`config.mk`:
```
export PLATFORM = sky130hd
export DESIGN_NAME = alu_operand_sequencer_flat
export DESIGN_NICKNAME = d
export VERILOG_FILES = /design/src/rtl/alu_seq_pkg.sv /design/src/rtl/alu_operand_sequencer_if.sv /design/src/rtl/alu_operand_sequencer_fifo.sv /design/src/rtl/alu_operand_sequencer.sv /design/src/flat_wrapper.sv
export SDC_FILE = /design/constraint.sdc
export NUM_CORES = 1
export LEC_CHECK = 0
export BUFFER_PORTS_ARGS = -buffer_cell sky130_fd_sc_hd__clkbuf_2
export CORE_MARGIN = 2
export CORE_UTILIZATION = 57
export DETAILED_ROUTE_END_ITERATION = 7
export HOLD_SLACK_MARGIN = 0.05
export PLACE_DENSITY = 0.88
export SETUP_SLACK_MARGIN = 0.02
export SYNTH_ARGS = -nofsm -noshare
export SYNTH_HDL_FRONTEND = slang
export SYNTH_SLANG_ARGS = --single-unit
export TNS_END_PERCENT = 50
```
`constraint.sdc`:
```
create_clock -name clk -period 3.7 [get_ports clk]
set_input_delay 0.185 -clock clk [delete_from_list [all_inputs] [get_ports clk]]
set_output_delay 0.185 -clock clk [all_outputs]
set_load 0.01 [all_outputs]
```
`src/rtl/alu_seq_pkg.sv`:
```
// Shared types and constants for the ALU operand sequencer.
package alu_seq_pkg;

    localparam int unsigned OPW       = 8;
    localparam int unsigned RESW      = 32;
    localparam int unsigned DEF_DEPTH = 4;
    localparam int unsigned DEF_HOLD  = 4;

    typedef enum logic [1:0] {
        SEQ_IDLE,
        SEQ_RUN,
        SEQ_PRESENT
    } seq_state_t;

    typedef struct packed {
        logic [OPW-1:0] a;
        logic [OPW-1:0] b;
    } op_pair_t;

endpackage

```
`src/rtl/alu_operand_sequencer_if.sv`:
```
// Operand stream, ALU drive/return and result stream of the sequencer.
interface alu_operand_sequencer_if;
    import alu_seq_pkg::*;

    logic            in_valid;
    logic            in_ready;
    logic [OPW-1:0]  in_a;
    logic [OPW-1:0]  in_b;
    logic [OPW-1:0]  alu_ain;
    logic [OPW-1:0]  alu_bin;
    logic            alu_s;
    logic [RESW-1:0] alu_out;
    logic            res_valid;
    logic            res_ready;
    logic [OPW-1:0]  res_a;
    logic [OPW-1:0]  res_b;
    logic [RESW-1:0] res_data;

    modport slave (
        input  in_valid, in_a, in_b, alu_out, res_ready,
        output in_ready, alu_ain, alu_bin, alu_s, res_valid, res_a, res_b, res_data
    );

    modport master (
        output in_valid, in_a, in_b, alu_out, res_ready,
        input  in_ready, alu_ain, alu_bin, alu_s, res_valid, res_a, res_b, res_data
    );

endinterface

```
`src/rtl/alu_operand_sequencer_fifo.sv`:
```
// Synchronous operand-pair FIFO; push is ignored when full, pop when empty.
module alu_seq_fifo
    import alu_seq_pkg::*;
#(
    parameter int unsigned DEPTH = DEF_DEPTH
) (
    input  logic                     clk,
    input  logic                     rst,
    input  logic                     push,
    input  logic                     pop,
    input  op_pair_t                 wdata,
    output op_pair_t                 rdata,
    output logic [$clog2(DEPTH):0]   count,
    output logic                     full,
    output logic                     empty
);

    localparam int unsigned PW = $clog2(DEPTH);
    localparam int unsigned CW = PW + 1;

    op_pair_t        mem [DEPTH];
    logic [PW-1:0]   wr_ptr;
    logic [PW-1:0]   rd_ptr;
    logic            do_push;
    logic            do_pop;

    assign full    = (count == CW'(DEPTH));
    assign empty   = (count == '0);
    assign do_push = push && !full;
    assign do_pop  = pop && !empty;
    assign rdata   = mem[rd_ptr];

    // Storage carries no reset; contents are only read behind a valid count.
    always_ff @(posedge clk) begin
        if (do_push) mem[wr_ptr] <= wdata;
    end

    always_ff @(posedge clk or posedge rst) begin
        if (rst) begin
            wr_ptr <= '0;
            rd_ptr <= '0;
            count  <= '0;
        end else begin
            if (do_push) wr_ptr <= wr_ptr + PW'(1);
            if (do_pop)  rd_ptr <= rd_ptr + PW'(1);
            case ({do_push, do_pop})
                2'b10:   count <= count + CW'(1);
                2'b01:   count <= count - CW'(1);
                default: ;
            endcase
        end
    end

endmodule

```
`src/rtl/alu_operand_sequencer.sv`:
```
// Feeds queued operand pairs to the ALU, runs it for HOLD cycles and
// presents the captured result with its operands on a valid/ready stream.
module alu_operand_sequencer
    import alu_seq_pkg::*;
#(
    parameter int unsigned DEPTH = DEF_DEPTH,
    parameter int unsigned HOLD  = DEF_HOLD
) (
    input  logic                    clk,
    input  logic                    rst,
    alu_operand_sequencer_if.slave  bus,
    output logic                    busy,
    output logic [$clog2(DEPTH):0]  count
);

    localparam int unsigned HW = (HOLD > 1) ? $clog2(HOLD) : 1;

    seq_state_t      state;
    seq_state_t      state_nxt;
    logic [HW-1:0]   hold_cnt;
    op_pair_t        head;
    op_pair_t        wr_pair;
    logic            fifo_full;
    logic            fifo_empty;
    logic            pop;
    logic            run;
    logic            capture;

    logic [OPW-1:0]  ain_q;
    logic [OPW-1:0]  bin_q;
    logic            res_valid_q;
    logic [OPW-1:0]  res_a_q;
    logic [OPW-1:0]  res_b_q;
    logic [RESW-1:0] res_data_q;

    assign wr_pair.a = bus.in_a;
    assign wr_pair.b = bus.in_b;

    alu_seq_fifo #(.DEPTH(DEPTH)) u_fifo (
        .clk   (clk),
        .rst   (rst),
        .push  (bus.in_valid),
        .pop   (pop),
        .wdata (wr_pair),
        .rdata (head),
        .count (count),
        .full  (fifo_full),
        .empty (fifo_empty)
    );

    always_ff @(posedge clk or posedge rst) begin
        if (rst) state <= SEQ_IDLE;
        else     state <= state_nxt;
    end

    always_comb begin
        state_nxt = state;
        case (state)
            SEQ_IDLE:    if (!fifo_empty) state_nxt = SEQ_RUN;
            SEQ_RUN:     if (hold_cnt == '0) state_nxt = SEQ_PRESENT;
            SEQ_PRESENT: if (bus.res_ready) state_nxt = fifo_empty ? SEQ_IDLE : SEQ_RUN;
            default:     state_nxt = SEQ_IDLE;
        endcase
    end

    // alu_s decodes the state register directly so reset drops it at once.
    always_comb begin
        pop     = 1'b0;
        run     = 1'b0;
        capture = 1'b0;
        case (state)
            SEQ_IDLE:    pop = !fifo_empty;
            SEQ_RUN: begin
                run     = 1'b1;
                capture = (hold_cnt == '0);
            end
            SEQ_PRESENT: pop = bus.res_ready && !fifo_empty;
            default:     ;
        endcase
    end

    always_ff @(posedge clk or posedge rst) begin
        if (rst) begin
            ain_q       <= '0;
            bin_q       <= '0;
            hold_cnt    <= '0;
            res_valid_q <= 1'b0;
            res_a_q     <= '0;
            res_b_q     <= '0;
            res_data_q  <= '0;
        end else begin
            if (pop) begin
                ain_q    <= head.a;
                bin_q    <= head.b;
                hold_cnt <= HW'(HOLD - 1);
            end else if (run && hold_cnt != '0) begin
                hold_cnt <= hold_cnt - HW'(1);
            end
            if (capture) begin
                res_valid_q <= 1'b1;
                res_data_q  <= bus.alu_out;
                res_a_q     <= ain_q;
                res_b_q     <= bin_q;
            end else if (state == SEQ_PRESENT && bus.res_ready) begin
                res_valid_q <= 1'b0;
            end
        end
    end

    assign bus.alu_ain   = ain_q;
    assign bus.alu_bin   = bin_q;
    assign bus.alu_s     = run;
    assign bus.in_ready  = !fifo_full;
    assign bus.res_valid = res_valid_q;
    assign bus.res_a     = res_a_q;
    assign bus.res_b     = res_b_q;
    assign bus.res_data  = res_data_q;
    assign busy          = (state != SEQ_IDLE) || !fifo_empty;

endmodule

```
`src/flat_wrapper.sv`:
```
// flat-port wrapper written by rule: the top's interface ports become plain ports
module alu_operand_sequencer_flat import alu_seq_pkg::*;
#(
    parameter int unsigned DEPTH = DEF_DEPTH,
    parameter int unsigned HOLD  = DEF_HOLD
)
  (clk, rst, busy, count, bus_in_valid, bus_in_a, bus_in_b, bus_alu_out, bus_res_ready, bus_in_ready, bus_alu_ain, bus_alu_bin, bus_alu_s, bus_res_valid, bus_res_a, bus_res_b, bus_res_data);
  alu_operand_sequencer_if bus_i ();
  input  logic clk;
  input  logic rst;
  output logic busy;
  output logic [$clog2(DEPTH):0] count;
  input wire logic [$bits(bus_i.in_valid)-1:0] bus_in_valid;
  input wire logic [$bits(bus_i.in_a)-1:0] bus_in_a;
  input wire logic [$bits(bus_i.in_b)-1:0] bus_in_b;
  input wire logic [$bits(bus_i.alu_out)-1:0] bus_alu_out;
  input wire logic [$bits(bus_i.res_ready)-1:0] bus_res_ready;
  output wire logic [$bits(bus_i.in_ready)-1:0] bus_in_ready;
  output wire logic [$bits(bus_i.alu_ain)-1:0] bus_alu_ain;
  output wire logic [$bits(bus_i.alu_bin)-1:0] bus_alu_bin;
  output wire logic [$bits(bus_i.alu_s)-1:0] bus_alu_s;
  output wire logic [$bits(bus_i.res_valid)-1:0] bus_res_valid;
  output wire logic [$bits(bus_i.res_a)-1:0] bus_res_a;
  output wire logic [$bits(bus_i.res_b)-1:0] bus_res_b;
  output wire logic [$bits(bus_i.res_data)-1:0] bus_res_data;
  assign bus_i.in_valid = bus_in_valid;
  assign bus_i.in_a = bus_in_a;
  assign bus_i.in_b = bus_in_b;
  assign bus_i.alu_out = bus_alu_out;
  assign bus_i.res_ready = bus_res_ready;
  assign bus_in_ready = bus_i.in_ready;
  assign bus_alu_ain = bus_i.alu_ain;
  assign bus_alu_bin = bus_i.alu_bin;
  assign bus_alu_s = bus_i.alu_s;
  assign bus_res_valid = bus_i.res_valid;
  assign bus_res_a = bus_i.res_a;
  assign bus_res_b = bus_i.res_b;
  assign bus_res_data = bus_i.res_data;
  alu_operand_sequencer #(.DEPTH(DEPTH), .HOLD(HOLD)) u_core (.clk(clk), .rst(rst), .bus(bus_i), .busy(busy), .count(count));
endmodule
```
# ---- Word-level counts from Yosys, hierarchy flattened
# Memories as Yosys holds them, arrays and structs flattened. A register that Yosys moved wholly into a read port is not among the register bits.
# Index checks and enable logic that the tools add are counted.
# Widths: inputs -> output; s select.
dict set report totals {
  ramBits 64
  regBits 60
  elab_cells 55
  input_bits 52
  memories 1
}
# memory depth width read_ports rd_clocked_by_memory_dff write_ports line_no
set mem_list {}
lappend mem_list {u_core.u_fifo.mem 4 16 1 1 1 alu_operand_sequencer_fifo.sv:21} ;# op_pair_t mem [DEPTH];
dict set report op_classes {
  n_mux 15
  n_reduce_logical 17
  eq_ne 8
  add_sub_neg 5
}
# op n
set ops {}
lappend ops {{$mux 2} 5}
lappend ops {{$reduce_bool 2->1} 5}
lappend ops {{$mux 1} 7}
lappend ops {{$pmux 2 s3} 1}
lappend ops {{$pmux 3 s2} 1}
lappend ops {{$logic_and 1x1->1} 5}
lappend ops {{$add 2x1->2 const B} 2}
lappend ops {{$eq 2x1->1 const B} 2}
lappend ops {{$eq 2x2->1 const B} 2}
lappend ops {{$logic_not 2->1} 2}
lappend ops {{$ne 2x2->1 const B} 2}
lappend ops {{$add 3x1->3 const B} 1}
lappend ops {{$eq 3x3->1 const B} 1}
lappend ops {{$logic_not 3->1} 1}
lappend ops {{$reduce_and 3->1} 1}
lappend ops {{$sub 3x1->3 const B} 1}
lappend ops {{$logic_not 1->1} 2}
lappend ops {{$ne 2x1->1 const B} 1}
lappend ops {{$pmux 1 s2} 1}
lappend ops {{$sub 2x1->2 const B} 1}
lappend ops {{$logic_or 1x1->1} 1}

# ---- Depth between registers and ports, before layout
# Gate-level depths: netlist of the first run.
dict set report logic_depth {
  depth_word 7
  depth_mapped 8
  mapped_depth_nobuf 8
}

# ---- Modules after synthesis
# Synthesis of the first run repeated with hierarchy kept, for this count alone.
dict set report hier_totals {
  hier_cells 286
  hier_area_um2 5435.2
}
# mod seq_area_each_um2 cells_per_inst area_per_inst_um2 n_inst
set modules_own_cells {}
lappend modules_own_cells {alu_seq_fifo 2097.0 122 2778.9 1}
lappend modules_own_cells {alu_operand_sequencer 1726.7 164 2656.3 1}

# ---- Least setup slack after synthesis of the first run
# Ideal clock, no wire load.
dict set report synth_path {
  path_type {register to register}
  start {reg u_core.u_fifo.count[0]}
  end {reg u_core.u_fifo.count[1]}
  setup_slack_ns 1.549
  required_ns 3.575
  path_buffers 0
  path_stages_with_launch 7
  arrival_time_ns 2.026
  path_cell_list {dfrtp_1 or3b_1 and2_4 inv_1 ha_1 fa_1 mux2_2}
}
# item line_no
set synth_lines {}
lappend synth_lines {{start, declared} alu_operand_sequencer_fifo.sv:13} ;# output logic [$clog2(DEPTH):0] count,
lappend synth_lines {{start signal, assigned} alu_operand_sequencer_fifo.sv:47} ;# 2'b10: count <= count + CW'(1);
lappend synth_lines {{start signal, assigned} alu_operand_sequencer_fifo.sv:48} ;# 2'b01: count <= count - CW'(1);
lappend synth_lines {{$eq 3x3->1 (*)} alu_operand_sequencer_fifo.sv:27} ;# assign full = (count == CW'(DEPTH));
lappend synth_lines {{$logic_not 1->1 (*)} -}
lappend synth_lines {{via bus_in_ready} flat_wrapper.sv:18} ;# output wire logic [$bits(bus_i.in_ready)-1:0] bus_in_ready;
lappend synth_lines {{$logic_and 1x1->1 (*)} alu_operand_sequencer_fifo.sv:29} ;# assign do_push = push && !full;
lappend synth_lines {{$eq 2x1->1 or $eq 2x2->1 (tied branches)} alu_operand_sequencer_fifo.sv:46} ;# case ({do_push, do_pop})
lappend synth_lines {{$pmux 3 s2 or $reduce_bool 2->1 (tied branches)} -}
# The timed path passes the listed nets; every way through them passes the cells marked *.
# A chain may end at the register's enable or synchronous reset.

# ---- Worst setup path in the final report of the first run
dict set report layout_path {
  start {reg u_core.u_fifo.count[0]}
  end {reg u_core.u_fifo.count[1]}
}
dict set report layout_via {
  elab_chain_len 7
}
# item line_no
set layout_rtl {}
lappend layout_rtl {{$logic_not 3->1} alu_operand_sequencer_fifo.sv:28} ;# assign empty = (count == '0);
lappend layout_rtl {{$logic_not 1->1} -}
lappend layout_rtl {{$logic_and 1x1->1} alu_operand_sequencer.sv:77} ;# SEQ_PRESENT: pop = bus.res_ready && !fifo_empty;
lappend layout_rtl {{$pmux 1 s2} alu_operand_sequencer.sv:71} ;# case (state)
lappend layout_rtl {{$logic_and 1x1->1} alu_operand_sequencer_fifo.sv:30} ;# assign do_pop = pop && !empty;
lappend layout_rtl {{$eq 2x1->1 or $eq 2x2->1 (tied branches)} alu_operand_sequencer_fifo.sv:46}
lappend layout_rtl {{$pmux 3 s2 or $reduce_bool 2->1 (tied branches)} -}
# Parallel ways exist; a longest one is shown, timed or not.

==> results.cfg, run 1 <==
[timing]
report.final.slew_viol_count = 0
tns_ps = 0
slew_headroom_pct = 28.3
rsz0062_at_grt = false
setup_viol = 0
worst_slack_ps = 1520
hold_viol_final = 0
period_needed_ps = 2180
tightest_slew_ps = 1080
post-route-period-util_pct = 58.9
fmax_mhz = 459
finClkSkew_ps = 8.75

[floorplan]
ios = 123
die_y_um = 101
core_area_um2 = 9200
design.die.area_um2 = 10200
rows = 35
die_x_um = 101
initial_core_util_pct = 58.6

[critical_path]
worstSetupEndpointType = flop
cpPeakStageDelay_ps = 470
start_kind = flop
crit_slowest_cell = or3b_1
crit_family = simple AND/OR/NAND/NOR gates
path_cells = or3b_1 -> and2_4 -> inv_1 -> ha_1 -> fa_1 -> mux2_2
arrival_ps = 2570
critPathRequiredTime_ps = 4090
cp_max_fo = 6
path_buf_inv = 1
critPathKind = reg -> reg

[logic_synthesis]
synth_nets = 338
ys_ff_latch = 140
synth.most_common_cell = dfrtp_1
synthCells = 279
seq_area_frac_synth_pct = 71.0
synth_warnings = 0
synth_top_area_share_pct = 35.7
synth-edff-count = 64
syn_area_per_cell_um2 = 19.3
synth_area_leaders = edfxtp_1 36%, dfrtp_1 35%, mux2_2 12%
synthArstFlopShare_pct = 54.3
synth_area_um2 = 5390
ys.flop_type = dfrtp_1
synth_cell_types = 27
synth_commonest_cells = 76 x dfrtp_1, 64 x edfxtp_1, 57 x mux2_2, 12 x mux4_2, 9 x mux2_4
synth_largest_area_cell = edfxtp_1

[clock_network]
cts.sinks = 140
ctsLongestPathBuffers = 2
cts_buffers = 17
clock-root-buffer = clkbuf_8
postCtsResizedCells = 0
tritoncts = done
clock_latency_ps = 500
holdBufCountCts = 51
cts_htree_levels = 4
cts_setup_buffers = 0
clkTransAtPathRegs_ps = 60

[power_and_ir_drop]
vdd_drop_max_v = 0.000483
leakagePower_nw = 3.13
powerDensity_nw_per_um2 = 874
total_power_mw = 6.28

[global_routing]
overflow = 0
grt_max_degree = 48
grt.total_usage_pct = 22.4
antenna_found_initial = 0
grt_pass1_wl_um = 16900
grt_pass1_vias = 3391

[routing]
wl_um = 10800
drt_first_pass_iters = 4
drtIter0Drc = 109
via_per_inst = 5.36
antenna_left = 0
drcViolationCount = 0
vias = 3146
wl_per_cell_um = 18.4

[status]
status = finished clean

[place]
dpl.hpwl_um = 6200
placed_area_um2 = 6090
place_congestion = 0.683
place_ws_ps = 1520
portBuffers = 122

[layout]
final_nets = 522
area_growth_pct = 33.4
utilization_pct = 78.2
drive_above_1_share_pct = 50.0
antenna_cells = 0
final_cell_area_um2 = 7190

[worst_hold_path]
min_path_type = in -> async

[flow_run]
cap_violations = 0
==> path summary, 6_finish.rpt <==
path | to | depth (start not counted) | slack [ps] | startpoint
setup reg to reg | u_core.u_fifo.count[1] | 6 | 1520 | u_core.u_fifo.count[0]
max in group asynchronous | u_core.bus.res_data[18] | 4 | 2450 | rst
setup / recovery | u_core.u_fifo.count[1] | 6 | 1520 | u_core.u_fifo.count[0]
min in group clk | u_core.u_fifo.mem[3][2] | 2 | 430 | bus_in_b[2]
hold / removal | u_core.bus.alu_bin[5] | 3 | 360 | rst
hold reg to reg | u_core.hold_cnt[1] | 1 | 490 | u_core.hold_cnt[1]
==> sequential cells by signal, summed over array words and instances, names as in the netlist, 3 cells and up <==
signal	cells
u_core.bus.res_b	8
u_core.bus.res_data	32
u_core.u_fifo.mem	64
u_core.bus.alu_ain	8
u_core.bus.res_a	8
u_core.u_fifo.count	3
u_core.bus.alu_bin	8
==> through the flow <==
stage | cells | hold slack [ps]
floorplan | 279 | 284
global placement | 504 | 337
detailed placement | 504 | 363
CTS | 587 | 374
global route | 587 | 421
finish | 587 | 361
==> worst register-to-register path: stages (launching register included) <==
cell	delay [ps]
dfrtp_1	440
or3b_1	470
and2_4	210
inv_1	50
ha_1	200
fa_1	430
mux2_2	260
==> cell type report <==
cell class                 instances  area [µm²]
sequential                       140        3820
inverter                           7        27.5
clock buffer                      18         418
fill                             487        2010
tap                              111         139
multi-input combinational        121        1470
clock inverter                    14         170
timing repair buffer             176        1140
==> placed cells by master, fill, tap and decap left out, drive strengths merged <==
cell type and n:
nand2b 3, ha 6, and2b 1, xnor2 4
clkbuf 140, inv 8, mux2 66, clkinvlp 1
nor2 3, xor2 3, nand2 2, nor4b 1
edfxtp 64, or3b 2, dfrtp 76, buf 3
fa 1, a21oi 1, mux4 16, and3 4
dlygate4sd3 51, nor3 2, clkinv 9, and2 1
a211o 1, nor2b 1, bufinv 3, o21ai 3
==> power by group <==
group	internal, mW	switching (mW)	total (mW)	leakage, nW
Sequential	2.23	0.408	2.63	1.48
Clock	1.03	0.632	1.66	0.289
Combinational	1.10	0.893	1.99	1.36
==> logic make-up after synthesis <==
logic type	synth area share, %
flip-flops	71.0
AND/OR/NAND/NOR	2.25
AO/OA/AOI/OAI	0.534
buffers and inverters	1.95
XOR/XNOR	1.14
adder cells (fa/ha/maj)	1.76
multiplexers	21.4
==> routing by layer <==
layer,wire length (µm),global-route usage (%)
met1,4400,26.5
met2,5620,38.8
met3,640,6.76
met4,135,8.84
met5,0,0
Power figures use the tool's default switching activity.
==> run 2: changes to the inputs <==
--- a/config.mk
+++ b/config.mk
@@ -5,12 +5,13 @@
 export SDC_FILE = /design/constraint.sdc
 export NUM_CORES = 1
 export LEC_CHECK = 0
+export ABC_AREA = 1
 export BUFFER_PORTS_ARGS = -buffer_cell sky130_fd_sc_hd__clkbuf_2
 export CORE_MARGIN = 2
-export CORE_UTILIZATION = 57
+export CORE_UTILIZATION = 54
 export DETAILED_ROUTE_END_ITERATION = 7
 export HOLD_SLACK_MARGIN = 0.05
-export PLACE_DENSITY = 0.88
+export PLACE_DENSITY = 0.83
 export SETUP_SLACK_MARGIN = 0.02
 export SYNTH_ARGS = -nofsm -noshare
 export SYNTH_HDL_FRONTEND = slang
==> constraint.sdc (replaced) <==
create_clock -name clk -period 2.05 [get_ports clk]
set_input_delay 0.1025 -clock clk [delete_from_list [all_inputs] [get_ports clk]]
set_output_delay 0.1025 -clock clk [all_outputs]
set_load 0.01 [all_outputs]
==> results.cfg, run 2 <==
[status]
status = finished clean

[routing]
antenna_left = 0
wl_um = 14000
drcViolationCount = 0
drtIter0Drc = 492
via_per_inst = 5.03
drt_first_pass_iters = 4
vias = 4714
wl_per_cell_um = 14.9

[layout]
antenna_cells = 0
regMostFlops = u_core.u_fifo.mem
final_common_cell = nand2_1
area_growth_pct = 32.0
final_cell_area_um2 = 7780
final_nets = 844
largest_reg_flops = 64
n_fill_cell = 705
finalNonFillerCells = 938
drive_above_1_share_pct = 22.3
most-common-layout-cells = 242 x nand2_1, 122 x clkbuf_2, 87 x nand3_1

[timing]
report.final.slew_viol_count = 0
finClkSkew_ps = 10.7
rsz0062_at_grt = false
tns_ps = 0
setup_viol = 0
fmax_mhz = 521
period_needed_ps = 1920
tightest_slew_ps = 736
slew_headroom_pct = 50.8
post-route-period-util_pct = 93.7
hold_viol_final = 0

[global_routing]
grt_pass1_wl_um = 21400
overflow = 0
antenna_found_initial = 0
grt_pass1_vias = 4600
grt_max_degree = 77
grt.total_usage_pct = 24.1

[critical_path]
worstSetupEndpointType = flop
critPathRequiredTime_ps = 2490
start_kind = flop
critPathKind = reg -> reg
arrival_ps = 2370
r2r_slack_ps = 130
cp_max_fo = 19

[place]
place_inst = 855
portBuffers = 122
place_congestion = 0.760
dpl.hpwl_um = 8240
placed_area_um2 = 6610

[power_and_ir_drop]
powerDensity_nw_per_um2 = 1560
vdd_drop_max_v = 0.000919
leakagePower_nw = 4.04

[logic_synthesis]
synth_top_area_share_pct = 32.6
synth_warnings = 0
syn_area_per_cell_um2 = 9.66
synth_nets = 669
synth_commonest_cells = 242 x nand2_1, 87 x nand3_1, 81 x inv_1, 76 x dfrtp_1, 64 x edfxtp_1
synth.most_common_cell = nand2_1
ys_ff_latch = 140
synthCells = 610
ys.flop_type = dfrtp_1
synth_largest_area_cell = edfxtp_1
synthArstFlopShare_pct = 54.3
synth_area_leaders = edfxtp_1 33%, dfrtp_1 32%, nand2_1 15%
seq_area_frac_synth_pct = 64.9
synth-edff-count = 64
synth_area_um2 = 5890
synth_cell_types = 21

[floorplan]
die_x_um = 108
core_area_um2 = 10700
design.die.area_um2 = 11800
die_y_um = 108
rows = 38
ios = 123
initial_core_util_pct = 54.9

[flow_run]
cap_violations = 0

[clock_network]
cts_htree_levels = 4
cts_setup_buffers = 0
ctsLongestPathBuffers = 2
clkTransAtPathRegs_ps = 60
clock_latency_ps = 530
clock-root-buffer = clkbuf_8
cts_buffers = 17
tritoncts = done
cts.sinks = 140

[worst_hold_path]
min_path_type = in -> async
[run 2: final timing paths]
| kind | end | startpoint | cells after the start |
|---|---|---|---|
| worst max-delay path | u_core.u_fifo.count[2] | u_core.u_fifo.count[1] | 10 |
| worst min-delay path | u_core.bus.res_data[6] | rst | 4 |
| worst max register to register | u_core.u_fifo.count[2] | u_core.u_fifo.count[1] | 10 |
| worst min register to register | u_core.bus.res_b[5] | u_core.bus.res_b[5] | 2 |
| max in group asynchronous | u_core.u_fifo.count[0] | rst | 4 |
| min in group clk | u_core.u_fifo.mem[2][1] | bus_in_b[1] | 2 |
[run 2: area by class of cell]
class / instances / area, µm² / area share [%]
Clock inverter: 8 / 149 / 1.91
Inverter: 88 / 334 / 4.29
Timing Repair Buffer: 184 / 1220 / 15.6
Clock buffer: 24 / 514 / 6.61
Multi-Input combinational cell: 354 / 1570 / 20.2
Sequential cell: 140 / 3820 / 49.1
Tap cell: 140 / 175 / 2.25
[run 2: what timing repair did]
item,in CTS,in global routing
resized for setup,0,2
endpoints found under the setup margin,0,2
hold buffers,51,0
endpoints found under the hold margin,176,0
[run 2: layer usage]
metal	wire length, µm	vias to the layer above	global-route usage (%)
li1	-	2251	-
met1	5710	2230	28.5
met2	7010	212	40.9
met3	1080	21	8.08
met4	207	0	9.07
met5	0	-	0
[run 2: cells by family after synthesis]
logic type	count (synthesis)	share of synthesized area [%]
fa+ha+maj	7	1.61
compound gates	4	0.403
simple gates	339	23.9
flops	140	64.9
buf+inv	116	8.60
xor+xnor	4	0.594
[run 2: per-stage QoR]
| stage | setup WS [ps] | hold WS (ps) | utilization, % | total power, mW |
|---|---|---|---|---|
| floorplan | 114 | 201 | - | 7.27 |
| global placement | 249 | 231 | 61.5 | 8.46 |
| detailed placement | 124 | 241 | 61.5 | 8.66 |
| CTS | 121 | 237 | 72.4 | 12.1 |
| global route | 16.0 | 282 | 72.4 | 13.0 |
| finish | 129 | 264 | 72.4 | 12.2 |
[run 2: where the power goes]
| group | total, mW | leakage [nW] | internal (mW) | switching [mW] |
|---|---|---|---|---|
| combinational | 4.27 | 2.20 | 1.47 | 2.79 |
| sequential | 4.55 | 1.51 | 3.97 | 0.582 |
| clock | 3.34 | 0.325 | 2.23 | 1.11 |
| total | 12.2 | 4.04 | 7.68 | 4.49 |
[run 2: critical path, cell delays in order (launching register included)]
cell,delay (ps)
dfrtp_1,410
inv_1,140
nand3_2,130
inv_2,120
nor2_8,80
ha_2,220
fa_1,390
inv_1,80
nand2_1,50
nand3_1,70
xor2_1,150
==> run 3: changes to the inputs <==
--- a/config.mk
+++ b/config.mk
@@ -7,7 +7,7 @@
 export LEC_CHECK = 0
 export ABC_AREA = 1
 export BUFFER_PORTS_ARGS = -buffer_cell sky130_fd_sc_hd__clkbuf_2
-export CORE_MARGIN = 2
+export CAP_MARGIN = 20
 export CORE_UTILIZATION = 54
 export DETAILED_ROUTE_END_ITERATION = 7
 export HOLD_SLACK_MARGIN = 0.05
==> results.cfg, run 3 (synthesis gave the netlist of run 2 again) <==
[routing]
vias = 4650
antenna_left = 0
via_per_inst = 4.98
drt_first_pass_iters = 4
drtIter0Drc = 484
wl_per_cell_um = 14.2
drcViolationCount = 0
wl_um = 13300

[layout]
drive_above_1_share_pct = 22.2
final_common_cell = nand2_1
finalNonFillerCells = 934
area_growth_pct = 30.5
largest_reg_flops = 64
final_cell_area_um2 = 7690
n_fill_cell = 708
antenna_cells = 0
regMostFlops = u_core.u_fifo.mem
final_nets = 845
utilization_pct = 73.5
most-common-layout-cells = 242 x nand2_1, 122 x clkbuf_2, 87 x nand3_1

[place]
portBuffers = 122
dpl.hpwl_um = 8300
place_ws_ps = 154
placed_area_um2 = 6620
place_inst = 852
place_congestion = 0.753

[clock_network]
clkTransAtPathRegs_ps = 60
ctsLongestPathBuffers = 2
clock-root-buffer = clkbuf_8
clock_latency_ps = 530
cts_htree_levels = 4
cts_setup_buffers = 0
tritoncts = done
cts_buffers = 17
cts.sinks = 140

[critical_path]
cpPeakStageDelay_ps = 440
path_cells = inv_1 -> nand3_2 -> inv_2 -> nor2_8 -> ha_1 -> fa_1 -> inv_1 -> nand2_1 -> nand3_1 -> xor2_1
critPathRequiredTime_ps = 2490
critPathKind = reg -> reg
cp_common_cell = inv_1
r2r_slack_ps = 140
worstSetupEndpointType = flop
crit_slowest_cell = dfrtp_2
cp_max_fo = 19
start_kind = flop
critPathLaunch = u_core.u_fifo.count[0]
reg2reg_depth = 10
arrival_ps = 2340
timing.rr.start = u_core.u_fifo.count[0]
rr_endpoint = u_core.u_fifo.count[2]

[global_routing]
grtUsageMet3_pct = 5.15
globalRouteMet2Util_pct = 43.0
grt.total_usage_pct = 24.9
grt_max_degree = 50
use_met1_pct = 29.6
overflow = 0
grt_pass1_vias = 4629
grt_pass1_wl_um = 21400
grt_most_used_layer = met2
antenna_found_initial = 0

[floorplan]
design.die.area_um2 = 11300
rows = 37
die_x_um = 106
die_y_um = 106
core_area_um2 = 10500
ios = 123
initial_core_util_pct = 56.3

[worst_hold_path]
min_path_type = in -> async

[power_and_ir_drop]
vdd_drop_max_v = 0.000737
total_power_mw = 11.6
powerDensity_nw_per_um2 = 1510
leakagePower_nw = 4.01

[timing]
slew_headroom_pct = 49.3
report.final.slew_viol_count = 0
finClkSkew_ps = 13.7
period_needed_ps = 1910
hold_slack_ps = 290
post-route-period-util_pct = 93.0
rsz0062_at_grt = false
fmax_mhz = 525
worst_slack_ps = 144
tightest_slew_ps = 759
hold_viol_final = 0
setup_viol = 0
tns_ps = 0

[status]
status = finished clean

[flow_run]
cap_violations = 0
==> run 3: timing repair <==
action | 4_1_cts | 5_1_grt
setup endpoints to repair | 0 | 2
endpoints found under the hold margin | 134 | 0
hold buffers | 51 | 0
resized for setup | 0 | 1
==> run 3: worst max-delay path by stage <==
| stage | endpoint | slack [ps] | cells past startpoint |
|---|---|---|---|
| floorplan | u_core.u_fifo.mem[0][0] | 110 | 4 |
| global placement | u_core.u_fifo.count[2] | 250 | 9 |
| detailed placement | u_core.u_fifo.count[2] | 150 | 8 |
| CTS | u_core.u_fifo.count[2] | 120 | 9 |
| global route | u_core.u_fifo.count[2] | 30 | 9 |
| finish | u_core.u_fifo.count[2] | 140 | 10 |
==> run 3: power breakdown <==
part	leakage [nW]	total, mW	switching, mW	internal (mW)
clock network	0.282	2.87	1.06	1.81
logic	2.21	4.23	2.75	1.48
registers	1.51	4.53	0.555	3.97
==> run 3: critical path, delay by kind of cell (launching register included) <==
| kind | cells | cell delay (ps) |
|---|---|---|
| xor gates and xnor gates | 1 | 170 |
| DFF | 1 | 440 |
| buffers and inverters | 3 | 270 |
| adders and majority gates | 2 | 640 |
| and+or+nand+nor | 4 | 280 |
==> run 3: cell type report <==
| cell class | count | area (µm²) | area share (%) |
|---|---|---|---|
| multi-input combinational | 354 | 1570 | 20.4 |
| timing repair buffer | 185 | 1240 | 16.1 |
| sequential | 140 | 3820 | 49.7 |
| clock buffer | 23 | 467 | 6.07 |
| clock inverter | 8 | 91.3 | 1.19 |
| tap | 136 | 170 | 2.21 |
| inverter | 88 | 334 | 4.34 |
==> run 3: layer usage <==
layer,vias up,routed length [µm]
met5,-,0
met4,0,283
met3,27,835
met2,168,6710
met1,2202,5440
li1,2253,-
